===== src/rtl/otsu_pkg.sv =====
// Shared definitions for the Otsu threshold datapath: FSM encoding and default widths.
package otsu_pkg;

    typedef enum logic [1:0] {
        IDLE = 2'd0,
        SCAN = 2'd1,
        DONE = 2'd2
    } state_t;

    localparam int OTSU_IW    = 33;
    localparam int OTSU_TW    = 8;
    localparam int OTSU_NBINS = 256;

endpackage


===== src/rtl/sigmaw_argmin.sv =====
// Finds the threshold index with the smallest within-class variance over one sweep.
// Optional min_sigmaW output is enabled by defining SIGMAW_ARGMIN_MINVAL_OUT_EN.
module sigmaw_argmin
    import otsu_pkg::*;
#(
    parameter int IW    = OTSU_IW,
    parameter int TW    = OTSU_TW,
    parameter int NBINS = OTSU_NBINS
) (
    input  logic          clk,
    input  logic          rst_n,
    input  logic          start,
    input  logic          in_valid,
    output logic          in_ready,
    input  logic [IW-1:0] sigmaW_sq,
    input  logic          in_skip,
    output logic          out_valid,
    input  logic          out_ready,
    output logic [TW-1:0] thresh,
    output logic          out_none,
`ifdef SIGMAW_ARGMIN_MINVAL_OUT_EN
    output logic [IW-1:0] min_sigmaW,
`endif
    output state_t        dbg_state
);

    // Handshakes: a sample transfers on a rising edge where in_valid && in_ready;
    // the result transfers on a rising edge where out_valid && out_ready. Neither
    // ready depends combinationally on the matching valid.

    state_t        state;
    state_t        state_nxt;
    logic [TW-1:0] t_q;
    logic          min_valid;
    logic [IW-1:0] min_val;
    logic [TW-1:0] min_t;

    logic accept;
    logic last;
    logic take;
    logic clear;

    assign in_ready = (state == SCAN);
    // A sample arriving together with start belongs to the aborted sweep.
    assign accept   = in_valid && in_ready && !start;
    assign last     = (t_q == TW'(NBINS - 1));
    assign take     = accept && !in_skip && (!min_valid || (sigmaW_sq < min_val));
    assign clear    = start && ((state != DONE) || out_ready);

    always_comb begin
        state_nxt = state;
        case (state)
            IDLE: begin
                if (start) state_nxt = SCAN;
            end
            SCAN: begin
                if (start)             state_nxt = SCAN;
                else if (accept && last) state_nxt = DONE;
            end
            DONE: begin
                if (out_ready) state_nxt = start ? SCAN : IDLE;
            end
            default: state_nxt = IDLE;
        endcase
    end

    always_ff @(posedge clk or negedge rst_n) begin
        if (!rst_n) state <= IDLE;
        else        state <= state_nxt;
    end

    always_ff @(posedge clk or negedge rst_n) begin
        if (!rst_n) begin
            t_q       <= '0;
            min_valid <= 1'b0;
            min_val   <= '0;
            min_t     <= '0;
        end else if (clear) begin
            t_q       <= '0;
            min_valid <= 1'b0;
        end else if (accept) begin
            // Counter parks on the last index rather than wrapping.
            if (!last) t_q <= t_q + 1'b1;
            if (take) begin
                min_val   <= sigmaW_sq;
                min_t     <= t_q;
                min_valid <= 1'b1;
            end
        end
    end

    assign out_valid = (state == DONE);
    assign out_none  = (state == DONE) && !min_valid;
    assign thresh    = ((state == DONE) && min_valid) ? min_t : '0;
    assign dbg_state = state;

`ifdef SIGMAW_ARGMIN_MINVAL_OUT_EN
    assign min_sigmaW = (state == DONE) ? min_val : '0;
`endif

endmodule


===== config.mk =====
export PLATFORM = sky130hd
export DESIGN_NAME = sigmaw_argmin
export DESIGN_NICKNAME = d
export VERILOG_FILES = /design/src/rtl/otsu_pkg.sv /design/src/rtl/sigmaw_argmin.sv
export SDC_FILE = /design/constraint.sdc
export NUM_CORES = 1
export LEC_CHECK = 0
export CAP_MARGIN = 20
export CORE_MARGIN = 2
export CORE_UTILIZATION = 45
export DETAILED_ROUTE_END_ITERATION = 10
export PLACE_DENSITY = 0.81
export SLEW_MARGIN = 20
export SYNTH_ARGS = -nofsm -noshare
export SYNTH_HDL_FRONTEND = slang
export SYNTH_SLANG_ARGS = --single-unit

===== constraint.sdc =====
create_clock -name clk -period 2.5 [get_ports clk]
set_input_delay 0.5 -clock clk [delete_from_list [all_inputs] [get_ports clk]]
set_output_delay 0.5 -clock clk [all_outputs]
set_load 0.1 [all_outputs]

==> impl_metrics.py, run 1 <==
metrics = {
    "outcome": {
        "outcome": "complete, but fails checks",
        "violations": "negative setup slack",
    },
    "synthesis": {
        "synth-seq-area-share": 0.413,
        "mappedNetlistNets": 341,
        "syn_avg_cell_area_sq_um": 11.7,
        "syn_inst_count": 269,
        "yosys_register_bits": 52,
        "yosysUniqueCellTypes": 36,
        "synthesized_area_sq_um": 3150,
        "yosys_warnings": 0,
    },
    "floorplanning": {
        "initial_core_util": 0.464,
        "number_of_core_rows": 30,
        "core_area_sq_um": 6790,
        "dieWidth_um": 87.7,
        "die_height_um": 87.7,
        "ioPinCount": 52,
        "fp.dieArea_sq_um": 7690,
    },
    "power_and_ir_drop": {
        "max-vdd-ir-drop_mv": 0.361,
        "cellPowerDensity_nw_per_um2": 700,
        "post-layout-total-power_uw": 3190,
        "leakagePower_uw": 0.00230,
    },
    "min_path": {
        "hold_class": "primary input to async pin",
    },
    "worst_setup_path": {
        "worstPathCellList": "inv_2 > ha_4 > nand4_1 > or3_4 > a2111oi_4 > nor3_2 > a31oi_4 > buf_12 > buf_12 > mux2_4",
        "reg2reg_slack_ps": -170,
        "worst_path_max_delay_cell": "sky130_fd_sc_hd__or3_4",
        "crit_type": "flip-flop to flip-flop",
        "worst_r2r_startpoint": "min_val[16]$_DFFE_PN0P_",
        "arrival_ps": 2860,
        "crit_path_launch_type": "flip-flop",
        "worst-endpoint-required_ps": 2700,
        "r2r-end": "min_val[23]$_DFFE_PN0P_",
        "number_of_cell_instances_on_the_worst_register_to_register_path": 10,
        "cpMostUsedCell": "sky130_fd_sc_hd__buf_12",
        "critical_path.endpoint_type": "flip-flop",
        "slowest_delay_ps": 420,
        "crit_fanout": 8,
    },
    "sta": {
        "timing.fmax_mhz": 375,
        "max_slew_margin": 0.652,
        "final_hold_vio_count": 0,
        "min_period_ps": 2670,
        "final-max-slew-violation-count": 0,
        "rsz0062_at_grt": "true",
        "setup_viol": 41,
        "worstMarginPinSlew_ps": 522,
        "final.period_utilization": 1.07,
        "clock-skew-final_ps": 11.3,
        "final.setup.worst_slack_ps": -166,
    },
    "route": {
        "drc": 0,
        "routed-via-count": 2386,
        "drt_via_density": 5.27,
        "initialDrtViolationCount": 162,
        "drt.antenna.violating_nets": 0,
        "routed_wirelength_um": 8170,
        "drt_pre_antenna_iters": 4,
        "routedWlPerCell_um": 18.0,
    },
    "clock_tree": {
        "cts.path.max_buffers": 2,
        "cts-hold-fix-buffers": 0,
        "cts_inserted_buffers": 5,
        "h-tree-depth": 2,
        "clk_pin_slew_worst_paths_ps": 100,
        "tritoncts": "yes",
        "root_buffer": "sky130_fd_sc_hd__clkbuf_8",
        "clock_latency_ps": 310,
        "cts.sinks": 52,
    },
    "global_route": {
        "antenna_found_initial": 0,
        "first_global_vias": 2517,
        "grt_use_total": 0.199,
        "pin_count_of_the_biggest_net_entering_global_routing": 23,
        "globalRouteOverflowTotal": 0,
        "grt_first_pass_wirelength_um": 11700,
    },
    "layout": {
        "insertedDiodeCount": 0,
        "drive_above_1_share": 0.395,
        "finalInstanceArea_sq_um": 4550,
        "area.growth.synth_to_final_pct": 44.4,
        "post-route-util": 0.670,
        "nets": 428,
    },
    "placement": {
        "io_buffer_count": 51,
        "gp_congestion": 0.801,
        "placedInstanceArea_sq_um": 4030,
        "place.detailed.hpwl_um": 5030,
        "placement_stage_worst_setup_slack_ps": -834,
    },
    "run": {
        "maxCapViolCount": 0,
    },
}
[worst max path at each step]
stage                             startpoint                 endpoint  slack (ps)
global placement               sigmaW_sq[32]     min_t[0]$_DFFE_PN0P_        -740
finish               min_val[16]$_DFFE_PN0P_  min_val[23]$_DFFE_PN0P_        -170
detailed placement             sigmaW_sq[32]     min_t[0]$_DFFE_PN0P_        -830
CTS                  min_val[19]$_DFFE_PN0P_  min_val[17]$_DFFE_PN0P_        -320
floorplan           dbg_state[1]$_DFFE_PN0P_     min_t[1]$_DFFE_PN0P_        -190
global route         min_val[11]$_DFFE_PN0P_  min_val[17]$_DFFE_PN0P_        -250
[power breakdown]
| part | internal [uW] | switching, uW | total [uW] |
|---|---|---|---|
| registers | 1030 | 137 | 1170 |
| clock network | 328 | 290 | 618 |
| logic | 802 | 597 | 1400 |
| total | 2160 | 1020 | 3190 |
[through the flow]
| stage | hold WS, ps | std cells | setup TNS (ps) |
|---|---|---|---|
| after global placement | 489 | 430 | -29000 |
| after floorplan | 204 | 269 | -7820 |
| final | 144 | 453 | -6000 |
| after global routing | 170 | 453 | -9300 |
| after detailed placement | 492 | 430 | -32990 |
| after CTS | 143 | 450 | -10830 |
[area by class of cell]
type | count | area [sq um]
Fill cell | 454 | 2240
Multi-Input combinational cell | 176 | 1920
Sequential cell | 52 | 1310
Timing Repair Buffer | 86 | 946
Inverter | 35 | 135
Tap cell | 96 | 120
Clock buffer | 6 | 82.6
Clock inverter | 2 | 38.8
[routing by layer]
metal | GRT usage | up-vias | share of wire | wire length, um
li1 | - | 1112 | - | -
met1 | 0.244 | 1190 | 0.40 | 3250
met2 | 0.355 | 69 | 0.54 | 4420
met3 | 0.0358 | 15 | 0.038 | 312
met4 | 0.0615 | 0 | 0.023 | 188
met5 | 0 | - | 0 | 0
[layout by cell type, fill, tap and decap left out, types with 3 or more instances in the layout]
cell	Yosys	routed
sky130_fd_sc_hd__a21oi_1	13	13
sky130_fd_sc_hd__and3_1	11	3
sky130_fd_sc_hd__and3_2	0	8
sky130_fd_sc_hd__buf_12	4	13
sky130_fd_sc_hd__buf_4	0	31
sky130_fd_sc_hd__buf_6	0	3
sky130_fd_sc_hd__clkbuf_8	0	6
sky130_fd_sc_hd__clkdlybuf4s15_1	0	8
sky130_fd_sc_hd__clkdlybuf4s50_1	0	9
sky130_fd_sc_hd__dfrtp_1	52	50
sky130_fd_sc_hd__dlygate4sd2_1	0	7
sky130_fd_sc_hd__dlymetal6s2s_1	0	12
sky130_fd_sc_hd__ha_1	33	17
sky130_fd_sc_hd__ha_4	0	16
sky130_fd_sc_hd__inv_1	35	30
sky130_fd_sc_hd__inv_2	0	4
sky130_fd_sc_hd__mux2_4	40	41
sky130_fd_sc_hd__nand2_1	11	11
sky130_fd_sc_hd__nand3_1	6	6
sky130_fd_sc_hd__nand4_1	8	8
sky130_fd_sc_hd__nor2_1	15	13
sky130_fd_sc_hd__o21ai_0	5	5
sky130_fd_sc_hd__xnor2_1	3	3
sky130_fd_sc_hd__xor2_1	4	4
[critical path: cells and delay by family, from the launching register on]
family / cells / cell delay [ps]
AO/OA/AOI/OAI: 2 / 540
adder cells (fa/ha/maj): 1 / 290
buffers and inverters: 3 / 380
flip-flops: 1 / 410
multiplexers: 1 / 300
AND/OR/NAND/NOR: 3 / 630
[flip-flops by register name (all words and copies together) (netlist names)]
| name | flops |
|---|---|
| dbg_state | 2 |
| t_q | 8 |
| min_valid | 1 |
| min_t | 8 |
| min_val | 33 |
[synth_stat cells]
cell type / n / area share
sky130_fd_sc_hd__ha_1: 33 / 0.13
sky130_fd_sc_hd__a31oi_4: 1 / 0.0067
sky130_fd_sc_hd__nand3b_1: 1 / 0.0024
sky130_fd_sc_hd__a2111o_1: 1 / 0.0036
sky130_fd_sc_hd__o21bai_1: 1 / 0.0024
sky130_fd_sc_hd__dfrtp_1: 52 / 0.41
sky130_fd_sc_hd__or3_1: 2 / 0.0040
sky130_fd_sc_hd__clkbuf_1: 2 / 0.0024
sky130_fd_sc_hd__a21o_1: 1 / 0.0024
sky130_fd_sc_hd__a211oi_1: 1 / 0.0024
sky130_fd_sc_hd__nand4_1: 8 / 0.016
sky130_fd_sc_hd__nor4_1: 1 / 0.0020
sky130_fd_sc_hd__buf_12: 4 / 0.025
sky130_fd_sc_hd__nand3_1: 6 / 0.0095
sky130_fd_sc_hd__a21oi_1: 13 / 0.021
sky130_fd_sc_hd__mux2_2: 1 / 0.0036
sky130_fd_sc_hd__mux2_4: 40 / 0.19
sky130_fd_sc_hd__mux2i_1: 1 / 0.0032
sky130_fd_sc_hd__a2111oi_2: 1 / 0.0048
sky130_fd_sc_hd__a221o_1: 1 / 0.0032
sky130_fd_sc_hd__nor3_1: 4 / 0.0063
sky130_fd_sc_hd__a2bb2oi_1: 1 / 0.0028
sky130_fd_sc_hd__a221oi_1: 1 / 0.0028
sky130_fd_sc_hd__nand2_1: 11 / 0.013
sky130_fd_sc_hd__nand2b_1: 1 / 0.0020
sky130_fd_sc_hd__or4_4: 1 / 0.0036
sky130_fd_sc_hd__o21ai_0: 5 / 0.0079
sky130_fd_sc_hd__inv_1: 35 / 0.042
sky130_fd_sc_hd__and2_1: 2 / 0.0040
sky130_fd_sc_hd__xor2_1: 4 / 0.011
sky130_fd_sc_hd__xnor2_1: 3 / 0.0083
sky130_fd_sc_hd__and2b_1: 1 / 0.0024
sky130_fd_sc_hd__o21a_1: 1 / 0.0024
sky130_fd_sc_hd__o22ai_1: 2 / 0.0040
sky130_fd_sc_hd__and3_1: 11 / 0.022
sky130_fd_sc_hd__nor2_1: 15 / 0.018
[cell families (layout without fill, tap and decap cells)]
family,after synthesis,count (layout),share of synthesized area
flip-flops,52,52,0.413
adder cells (fa/ha/maj),33,33,0.131
XOR/XNOR,7,7,0.0194
AND/OR/NAND/NOR,64,64,0.105
AO/OA/AOI/OAI,30,30,0.0658
buffers and inverters,41,129,0.0694
multiplexers,42,42,0.197
[timing repair]
item                                    CTS  global route
resized for setup                        33            36
setup buffers                            10             5
endpoints found under the setup margin   41            41
pin swaps                                22            22
cloned                                    2             0
No activity file was read; power rests on OpenSTA's default activity.
==> run 2: changes to the inputs <==
--- a/config.mk
+++ b/config.mk
@@ -8,6 +8,7 @@
 export CAP_MARGIN = 20
 export CORE_MARGIN = 2
 export CORE_UTILIZATION = 45
+export CTS_CLUSTER_DIAMETER = 120
 export DETAILED_ROUTE_END_ITERATION = 10
 export PLACE_DENSITY = 0.81
 export SLEW_MARGIN = 20
==> results of run 2 <==
Same layout as run 1: the final DEF is identical, and so are final timing and power.
